==> src/rtl/onehot_rr_arbiter.sv <==
`default_nettype none
// ============================================================================
// Module   : onehot_rr_arbiter
// Brief    : 8-lane round-robin arbiter with one-hot and encoded grant outputs.
//            Forced release after MAX_HOLD cycles when ARB_TIMEOUT_EN is defined.
// Revision : 1.0
// ============================================================================
module onehot_rr_arbiter #(
  parameter int unsigned MAX_HOLD = 16
) (
  input  logic       clk,
  input  logic       rst_n,
  input  logic [7:0] req,
  input  logic       done,
  output logic [7:0] grant,
  output logic [2:0] grant_idx,
  output logic       grant_valid,
  output logic       timeout
);

  typedef enum logic [1:0] {
    S_IDLE  = 2'd0,
    S_GRANT = 2'd1,
    S_GAP   = 2'd2
  } state_t;

  state_t     r_state;
  logic [2:0] r_ptr;
  logic [2:0] w_sel;
  logic       w_norm_rel;
  logic       w_force;
  logic       w_release;

  if (MAX_HOLD < 2 || MAX_HOLD > 255) begin : g_max_hold_check
    $error("onehot_rr_arbiter: MAX_HOLD must be in 2..255");
  end

  // Scan downward in offset so the nearest set bit at or above r_ptr wins.
  always_comb begin
    w_sel = r_ptr;
    for (int i = 7; i >= 0; i--) begin
      if (req[r_ptr + 3'(i)]) begin
        w_sel = r_ptr + 3'(i);
      end
    end
  end

  assign w_norm_rel = done | ~req[grant_idx];
  assign w_release  = w_norm_rel | w_force;

  always_ff @(posedge clk or negedge rst_n) begin
    if (!rst_n) begin
      r_state     <= S_IDLE;
      r_ptr       <= 3'd0;
      grant       <= 8'h00;
      grant_idx   <= 3'd0;
      grant_valid <= 1'b0;
    end else begin
      case (r_state)
        S_IDLE: begin
          if (|req) begin
            grant       <= 8'h01 << w_sel;
            grant_idx   <= w_sel;
            grant_valid <= 1'b1;
            r_state     <= S_GRANT;
          end
        end
        S_GRANT: begin
          // grant_idx is deliberately left holding the last owner.
          if (w_release) begin
            grant       <= 8'h00;
            grant_valid <= 1'b0;
            r_ptr       <= grant_idx + 3'd1;
            r_state     <= S_GAP;
          end
        end
        S_GAP: begin
          r_state <= S_IDLE;
        end
        default: begin
          r_state <= S_IDLE;
        end
      endcase
    end
  end

`ifdef ARB_TIMEOUT_EN
  logic [7:0] r_hold;
  logic       r_timeout;

  // A normal release on the same edge suppresses the forced one.
  assign w_force = (r_hold == 8'(MAX_HOLD)) & ~w_norm_rel;
  assign timeout = r_timeout;

  always_ff @(posedge clk or negedge rst_n) begin
    if (!rst_n) begin
      r_hold    <= 8'd0;
      r_timeout <= 1'b0;
    end else begin
      r_timeout <= 1'b0;
      case (r_state)
        S_IDLE: begin
          r_hold <= (|req) ? 8'd1 : 8'd0;
        end
        S_GRANT: begin
          if (w_release) begin
            r_hold    <= 8'd0;
            r_timeout <= w_force;
          end else begin
            r_hold <= r_hold + 8'd1;
          end
        end
        default: begin
          r_hold <= 8'd0;
        end
      endcase
    end
  end
`else
  assign w_force = 1'b0;
  assign timeout = 1'b0;
`endif

endmodule
`default_nettype wire

==> config.mk <==
export PLATFORM = sky130hd
export DESIGN_NAME = onehot_rr_arbiter
export DESIGN_NICKNAME = d
export VERILOG_FILES = /design/src/rtl/onehot_rr_arbiter.sv
export SDC_FILE = /design/constraint.sdc
export NUM_CORES = 1
export LEC_CHECK = 0
export ABC_AREA = 1
export BUFFER_PORTS_ARGS = -buffer_cell sky130_fd_sc_hd__buf_2
export CAP_MARGIN = 20
export CORE_MARGIN = 2
export CORE_UTILIZATION = 40
export CTS_CLUSTER_SIZE = 30
export DETAILED_ROUTE_END_ITERATION = 8
export GPL_TIMING_DRIVEN = 0
export SYNTH_ARGS = -nofsm -noshare
export SYNTH_HDL_FRONTEND = slang
export SYNTH_SLANG_ARGS = --single-unit
==> constraint.sdc <==
create_clock -name clk -period 3.75 [get_ports clk]
set_input_delay 0 -clock clk [delete_from_list [all_inputs] [get_ports clk]]
set_output_delay 0 -clock clk [all_outputs]
set_load 0.005 [all_outputs]
-- Yosys cells after proc, flatten, opt, wreduce, memory -nomap -nowiden
Index checks and enable logic that the tools add are counted.
- flip-flop bits (word level): 17
- word-level logic and storage cells: 70
- add/subtract/negate cells: 8
- $lt $le $gt $ge: 9
- eq/ne operators: 3
- shift-type cells: 1
- multiplexer cells: 35
- bitwise gates (word level): 2
- reductions and logical operators: 7
- operators with widths (kind ; count):
    < comparator 3 x 4 -> 1 bit (second input constant) ; 9
    binary-select mux 1 bit (select 3 bit) ; 9
    2-to-1 mux 3 bit ; 8
    2-to-1 mux 8 bit ; 2
    case mux 8 bit (2 select lines) ; 1
    adder 3 bit (second input constant) ; 4
    2-to-1 mux 1 bit ; 11
    OR reduction 8 bit ; 1
    left shift 1 x 3 -> 8 bit (first input constant) ; 1
    adder 3 x 1 -> 3 bit (second input constant) ; 2
    adder 3 x 2 -> 3 bit (second input constant) ; 2
    AND reduction 2 bit ; 3
    2-to-1 mux 2 bit ; 2
    inequality test 2 bit (second input constant) ; 2
    case mux 2 bit (2 select lines) ; 1
    AND reduction 3 bit ; 1
    equality test 2 x 1 -> 1 bit (second input constant) ; 1
    logical NOT 2 bit ; 1
    case mux 1 bit (2 select lines) ; 1
    nonzero test 2 bit ; 1
    inverter 1 bit ; 1
    bitwise OR 1 bit ; 1

-- Logic depth before layout (Yosys ltp)
Gate-level depths: netlist (run 1).
- depth after elaboration: 14
- gate-level depth with buffers: 21
- depth with buffers taken out: 20

-- Least setup slack after synthesis (run 1)
OpenSTA, ideal clock, no wires.
- kind: register to register
- from: register r_ptr[1]
- to: register grant[0]
- setup time: 117 ps
- arrival: 1993 ps
- data required time: 3633 ps
- path slack: 1640 ps
- cell stages (with the launch flop): 20
- buffers on the path: 1
- clock period less this slack: 2110 ps
- cell sequence: dfrtp_1 > inv_2 > buf_6 > ha_1 > inv_2 > nand3_1 > nand3_1 > nand2_1 > nand2_1 > nand3_1 > nand2_1 > nand2_1 > nand2_1 > nand2_1 > nand2_2 > nand2_2 > nand2_2 > nor2_1 > nand3_1 > nand2_1
- longest elaborated chain between the ends: 14
- ends and longest elaborated chain (item ; line ; RTL):
    start: declaration ; 28 ; logic [2:0] r_ptr;
    start signal: assignment ; 73 ; r_ptr <= grant_idx + 3'd1;
    adder 3 bit ; 42, 43 ;
    binary-select mux 1 bit (select 3 bit) ; 42 ; if (req[r_ptr + 3'(i)]) begin
    2-to-1 mux 1 bit (implied by the code) ; 42 ;
    2-to-1 mux 3 bit (7 in a row) ; 42 ;
    2-to-1 mux 3 bit * ; 42 ;
    left shift 1 x 3 -> 8 bit * ; 62 ; grant <= 8'h01 << w_sel;
    2-to-1 mux 8 bit * ; 61 ; if (|req) begin
    case mux 8 bit (2 select lines) * ; 59 ; case (r_state)
    end signal: assignment ; 62 ;
    end: declaration ; 15 ; output logic [7:0] grant,
Every way passes the cells marked *; elsewhere a longest branch is shown, timed or not. The select of a mux whose other input is x is not followed.
A chain may end at the register's enable or synchronous reset.

-- Worst setup path after layout (run 1)
- from: register r_ptr[1]
- to: register grant[7]
Same word-level chain as after synthesis.

==> impl_metrics.yaml, run 1 <==
floorplanning:
  initial_utilization_pct: 42.4
  die_w_um: 64.2
  pin_count: 24
  core_sq_um: 3420
  die-area_sq_um: 4120
  row_count: 21
  fp.dieH_um: 64.2
sta:
  finalSetupViolations: 0
  fmaxAchievable_mhz: 400
  drv_slew: 0
  rsz0062_at_grt: "false"
  finalCriticalPeriod_ns: 2.50
  period_share_pct: 66.7
  hold_viol_final: 0
  final.setup.worst_slack_ns: 1.25
  setup_tns_ns: 0
  fin_skew_ns: 0.00200
clock_tree:
  clk_latency_ns: 0.30
  cts.path.max_buffers: 2
  post_cts_buffers: 0
  cts_tree: "yes"
  hold_buffers: 1
  cts_root_buf: "clkbuf_4"
  cts_resized: 0
  clk_pin_slew_ns: 0.09
  cts_max_level: 1
  cts_buffers: 3
  clock-sinks: 17
synth:
  netlist_top_cells_area: "dfrtp_1 29%, nand2_1 18%, nand3_1 11%, nand2_2 5.6%, nand3_2 4.8%"
  synth_top_area_share_pct: 29.4
  ys_warn_count: 0
  ys_types: 27
  netlist_instances: 217
  avgSynthCellArea_sq_um: 6.67
  yosysTopAreaCell: "dfrtp_1"
  syn_nets: 231
  synth.yosys.seq_area_share_pct: 29.4
  syn_area_sq_um: 1450
  ys_ff_latch: 17
setup_path:
  worst_ep_arrival_time_ns: 2.73
  path_class: "reg2reg"
  crit_start: "r_ptr[1]$_DFFE_PN0P_"
  critical_path.cell_chain: "inv_2 -> buf_6 -> ha_1 -> inv_2 -> nand3_1 -> nand3_1 -> nand3_1 -> nand2_1 -> nand2_1 -> nand2_1 -> nand2_1 -> nand2_1 -> nand2_1 -> nand2_1 -> nand2_1 -> nand3_1 -> o21ai_1"
  max_stage_delay_ns: 0.52
  cp_max_fo: 10
  worstReg2RegStart: "r_ptr[1]$_DFFE_PN0P_"
  worst_ep_required_time_ns: 3.97
  crit_top_cell: "nand2_1"
  worst_setup_path_start_kind: "flip-flop"
  cpMaxStageDelayCell: "dfrtp_1"
  endpoint_kind: "flip-flop"
hold_path:
  worstHoldPathType: "in2reg"
  min-delay-start: "done"
placement:
  dp_hpwl_um: 2730
  place_ws_ns: 1.25
  gp_congestion: 0.811
  port_buffers: 22
flow_run:
  cap_violations: 0
global_routing:
  grt_pass1_vias: 1337
  grt-ovfl-total: 0
  grt_pass1_wl_um: 6110
  grtUsageMet3_pct: 1.06
  grtUsageMet1_pct: 25.1
  grt_start_max_net_pins: 18
  antenna_found_initial: 0
  grt.busiest_layer: "met2"
  met2_usage_pct: 31.4
  grtUsageTotal_pct: 18.6
final_layout:
  num_antenna_cells: 0
  num-nets-final: 259
  syn_to_final_growth_pct: 14.1
  layout-drive-gt1-share_pct: 25.4
routing:
  ant_nets: 0
  remaining_drc_errors: 0
  vias_per_cell: 4.92
  drt_pass1_iterations: 4
  wl_per_cell_um: 11.8
  wirelength_um: 3410
  num_vias: 1427
  drt_iter0_markers: 54
run_status:
  outcome: "finished, final reports clean"
==> worst paths after layout <==
kind | cells past startpoint | to | slack, ns
hold reg to reg | 2 | grant[0]$_DFFE_PN0P_ | 0.49
min in group asynchronous | 2 | grant[1]$_DFFE_PN0P_ | 0.14
setup / recovery | 17 | grant[7]$_DFFE_PN0P_ | 1.25
hold / removal | 4 | r_state[0]$_DFFE_PN0P_ | 0.02
max in group asynchronous | 2 | grant[5]$_DFFE_PN0P_ | 3.33
setup reg to reg | 17 | grant[7]$_DFFE_PN0P_ | 1.25
==> cell families after synthesis <==
kind of cell / Yosys count / synth area share [%]
DFF: 17 / 29.4
buffers and inverters: 31 / 10.0
adders and majority gates: 3 / 2.59
xor gates and xnor gates: 2 / 2.51
and+or+nand+nor: 136 / 44.9
other: 1 / 0.259
AOI/OAI and AO/OA: 27 / 10.3
==> cells in the mapped netlist <==
master	number
o31ai_1	1
a21oi_2	1
o22ai_1	1
nand3_2	7
o21ai_0	9
and3_1	1
o221ai_1	1
nor2_1	10
nand2_2	13
nand2_4	1
o211ai_1	1
xor2_4	1
o21ai_1	7
nand3_1	31
nor3_4	1
ha_1	3
a21oi_1	6
nand2_1	71
inv_1	18
buf_6	3
buf_4	1
inv_4	1
nor4_1	1
xnor2_1	1
inv_2	8
conb_1	1
dfrtp_1	17
==> layer usage <==
metal | part of all wire [%] | vias up
met5 | 0 | -
met4 | 1.7 | 0
met2 | 47 | 17
met1 | 50 | 650
li1 | - | 755
met3 | 1.5 | 5
==> registers in the layout, summed over array words and instances, names as in the netlist <==
signal / cells
grant: 8
grant_idx: 3
grant_valid: 1
r_ptr: 3
r_state: 2
==> cell usage in the layout, fill, tap and decap left out, drive strengths merged, types with 3 or more instances in the layout <==
cell type	synthesis	routed
dfrtp	17	17
nor2	10	10
a21oi	7	7
nand2	85	85
clkbuf	0	4
o21ai	16	16
ha	3	3
inv	27	27
buf	4	26
nand3	38	38
==> stage by stage <==
stage	std cells	area, sq um	hold slack (ns)	util, %
global route	290	1650	0.0556	48.4
floorplan	217	1450	-0.296	-
detailed placement	285	1620	-0.0544	47.3
global placement	285	1620	-0.0521	47.3
finish	290	1650	0.0214	48.4
CTS	290	1650	0.0250	48.4
==> cell type report <==
type,instances,area [sq um]
Tap cell,46,57.6
Inverter,27,104
Multi-Input combinational cell,169,877
Buffer,4,41.3
Clock buffer,4,26.3
Sequential cell,17,425
Timing Repair Buffer,23,120
Fill cell,377,1760
==> critical path: cells and delay by family, from the launching register on <==
kind | cells | cell delay (ns)
simple gates | 12 | 0.97
buf+inv | 3 | 0.33
compound gates | 1 | 0.19
flops | 1 | 0.52
fa+ha+maj | 1 | 0.42
Power of run 1 is left out: the tool's default activity adds up to more than one toggle a clock period on the data nets, which glitch-free logic cannot reach.
==> inputs of run 2 (changes only) <==
--- a/config.mk
+++ b/config.mk
@@ -5,7 +5,7 @@
 export SDC_FILE = /design/constraint.sdc
 export NUM_CORES = 1
 export LEC_CHECK = 0
-export ABC_AREA = 1
+export ABC_AREA = 0
 export BUFFER_PORTS_ARGS = -buffer_cell sky130_fd_sc_hd__buf_2
 export CAP_MARGIN = 20
 export CORE_MARGIN = 2
==> constraint.sdc (replaced) <==
create_clock -name clk -period 2.4 [get_ports clk]
set_input_delay 0 -clock clk [delete_from_list [all_inputs] [get_ports clk]]
set_output_delay 0 -clock clk [all_outputs]
set_load 0.005 [all_outputs]
==> impl_metrics.yaml, run 2 <==
final_layout:
  seqCellArea_sq_um: 427
  multi_input_area_sq_um: 1200
  fill_cells: 383
  layoutNonFillerInstCount: 257
  top_regs: "grant (8), grant_idx (3), r_ptr (3)"
  num_antenna_cells: 0
  layout_commonest_cell: "buf_2"
  num-nets-final: 222
  regMostFlops: "grant"
  syn_to_final_growth_pct: 23.7
  layout-drive-gt1-share_pct: 38.2
  largest_reg_flops: 8
  final_cell_mix: "22 x buf_2, 16 x dfrtp_1, 15 x nand2_1, 13 x mux4_2, 12 x buf_4"
global_routing:
  grtUsageTotal_pct: 22.5
  grtUsageMet1_pct: 31.6
  grt_start_max_net_pins: 18
  grt_pass1_wl_um: 7910
  grt-ovfl-total: 0
  grt_pass1_vias: 1591
  grt.busiest_layer: "met2"
  met2_usage_pct: 36.5
  antenna_found_initial: 0
  grtUsageMet3_pct: 1.79
placement:
  dp_hpwl_um: 3400
  gp_congestion: 0.904
  port_buffers: 22
  dp.cells: 242
sta:
  finalCriticalPeriod_ns: 2.91
  worst_pin_slew_ns: 0.581
  holdWs_ns: 0.0302
  period_share_pct: 121
  drv_slew: 0
  fin_skew_ns: 0.00173
  final.setup.worst_slack_ns: -0.507
  fmaxAchievable_mhz: 344
  rsz0062_at_grt: "true"
  maxSlewHeadroom_pct: 61.3
  hold_viol_final: 0
  finalSetupViolations: 11
routing:
  ant_nets: 0
  num_vias: 1612
  vias_per_cell: 6.27
  wirelength_um: 4740
  wl_per_cell_um: 18.4
  drt_pass1_iterations: 4
  remaining_drc_errors: 0
  drt_iter0_markers: 102
setup_path:
  r2r_slack_ns: -0.51
  worstReg2RegStart: "r_ptr[1]$_DFFE_PN0P_"
  worst_ep_arrival_time_ns: 3.05
  rr_endpoint: "grant[4]$_DFFE_PN0P_"
  worst_ep_required_time_ns: 2.54
  cp_max_fo: 6
  worst_setup_path_start_kind: "flip-flop"
  critical_path.cell_chain: "buf_6 -> buf_8 -> buf_8 -> inv_8 -> ha_4 -> mux4_2 -> a221o_1 -> a221oi_2 -> or4_4 -> nand4_1 -> a32o_1"
  path_class: "reg2reg"
  worstRegToRegCells: 11
  cpMaxStageDelayCell: "mux4_2"
  max_stage_delay_ns: 0.38
  endpoint_kind: "flip-flop"
  crit_top_cell: "buf_8"
clock_tree:
  cts_max_level: 1
  clk_latency_ns: 0.25
  clk_pin_slew_ns: 0.07
  cts.path.max_buffers: 2
  cts_tree: "yes"
  cts_root_buf: "clkbuf_8"
  clock-sinks: 17
  cts_buffers: 3
floorplanning:
  row_count: 23
  fp.dieH_um: 68.8
  die-area_sq_um: 4730
  pin_count: 24
  initial_utilization_pct: 41.7
  core_sq_um: 4030
  die_w_um: 68.8
hold_path:
  min-delay-start: "done"
  min_to: "r_state[0]$_DFFE_PN0P_"
  whs_path_depth: 4
  worstHoldPathType: "in2reg"
synth:
  synth_top_area_share_pct: 25.3
  ys.flop_type: "dfrtp_1"
  synth.most_common_cell: "dfrtp_1"
  avgSynthCellArea_sq_um: 9.88
  netlist_top_cells_area: "dfrtp_1 25%, mux4_2 15%, a32o_1 5.4%, mux2i_1 5.4%, mux2_2 4.7%"
  ys_warn_count: 0
  ys_types: 49
  synthArstFlopShare_pct: 100
  netlist_instances: 170
  ys_ff_latch: 17
  ys_top_cells_by_count: "17 x dfrtp_1, 15 x nand2_1, 11 x mux4_2"
  yosysTopAreaCell: "dfrtp_1"
  syn_nets: 184
  synth.yosys.seq_area_share_pct: 25.3
  synth-edff-count: 0
  syn_area_sq_um: 1680
flow_run:
  cap_violations: 0
power:
  peakVddDrop_mv: 1.07
  powerDensity_nw_per_um2: 1690
  combPwrFrac_pct: 79.9
  p_sw_share_pct: 47.6
  p_sw_uw: 1670
  pwr-share-seq_pct: 14.1
  p_int_uw: 1840
  p_leak_uw: 0.000885
  power.share.clock_pct: 6.1
run_status:
  outcome: "finished, violations left"
  violations: "setup timing"
run 2: cell families after synthesis:
family	after synthesis	synth area share, %
buffers and inverters	22	5.81
AO/OA/AOI/OAI	45	21.0
adder cells (fa/ha/maj)	3	2.24
multiplexers	29	27.9
AND/OR/NAND/NOR	49	15.4
XOR/XNOR	4	2.09
other	1	0.223
flip-flops	17	25.3
run 2: how the worst max path moves through the flow:
stage | cells past startpoint | startpoint | endpoint | slack [ns]
6_report | 11 | r_ptr[1]$_DFFE_PN0P_ | grant[4]$_DFFE_PN0P_ | -0.51
5_1_grt | 11 | r_ptr[1]$_DFFE_PN0P_ | grant[4]$_DFFE_PN0P_ | -0.60
4_1_cts | 11 | r_ptr[1]$_DFFE_PN0P_ | grant[4]$_DFFE_PN0P_ | -0.50
3_5_place_dp | 12 | r_ptr[1]$_DFFE_PN0P_ | grant[4]$_DFFE_PN0P_ | -0.83
3_3_place_gp | 12 | r_ptr[1]$_DFFE_PN0P_ | grant[5]$_DFFE_PN0P_ | -0.78
2_1_floorplan | 12 | r_ptr[1]$_DFFE_PN0P_ | grant[0]$_DFFE_PN0P_ | -0.45
run 2: routing by layer:
metal,wire (um),vias to the layer above
met5,0,-
met4,72,0
met3,290,10
met2,2320,64
met1,2060,800
li1,-,738
run 2: final cells by class:
type | instances | share of cell area [%]
multi-input combinational | 131 | 57.6
sequential | 17 | 20.5
timing repair buffer | 34 | 9.76
buffer | 12 | 4.88
tap | 50 | 3.01
clock buffer | 3 | 1.99
inverter | 9 | 1.99
clock inverter | 1 | 0.241
run 2: repair_timing:
item / in CTS / in global routing
hold buffers: 1 / 0
resized for setup: 9 / 4
setup endpoints to repair: 11 / 11
pin swaps: 10 / 6
buffers inserted: 9 / 2
endpoints found under the hold margin: 17 / 0
run 2: power groups by stage:
stage,clock network (uW),registers (uW),logic [uW]
3_5_place_dp,0,506,2520
3_3_place_gp,0,498,2430
6_report,212,493,2800
2_1_floorplan,0,492,1980
4_1_cts,217,492,2700
5_1_grt,230,507,3060
run 2: critical path: cells and delay by family, from the launching register on:
kind | cells | cell delay, ns
AOI/OAI and AO/OA | 3 | 0.98
and+or+nand+nor | 2 | 0.41
muxes | 1 | 0.38
DFF | 1 | 0.37
buffers and inverters | 4 | 0.34
adders and majority gates | 1 | 0.30
run 2: through the flow:
stage,utilization (%),total power [uW],area [sq um],TNS (ns),worst slack [ns]
floorplan,-,2470,1750,-4.19,-0.452
global placement,47.7,2930,1920,-7.47,-0.776
detailed placement,47.7,3030,1920,-7.95,-0.828
CTS,51.0,3410,2050,-4.79,-0.501
global route,51.6,3800,2080,-5.86,-0.597
finish,51.6,3510,2080,-4.88,-0.507
Note: power is estimated with default switching activity, not from simulation.
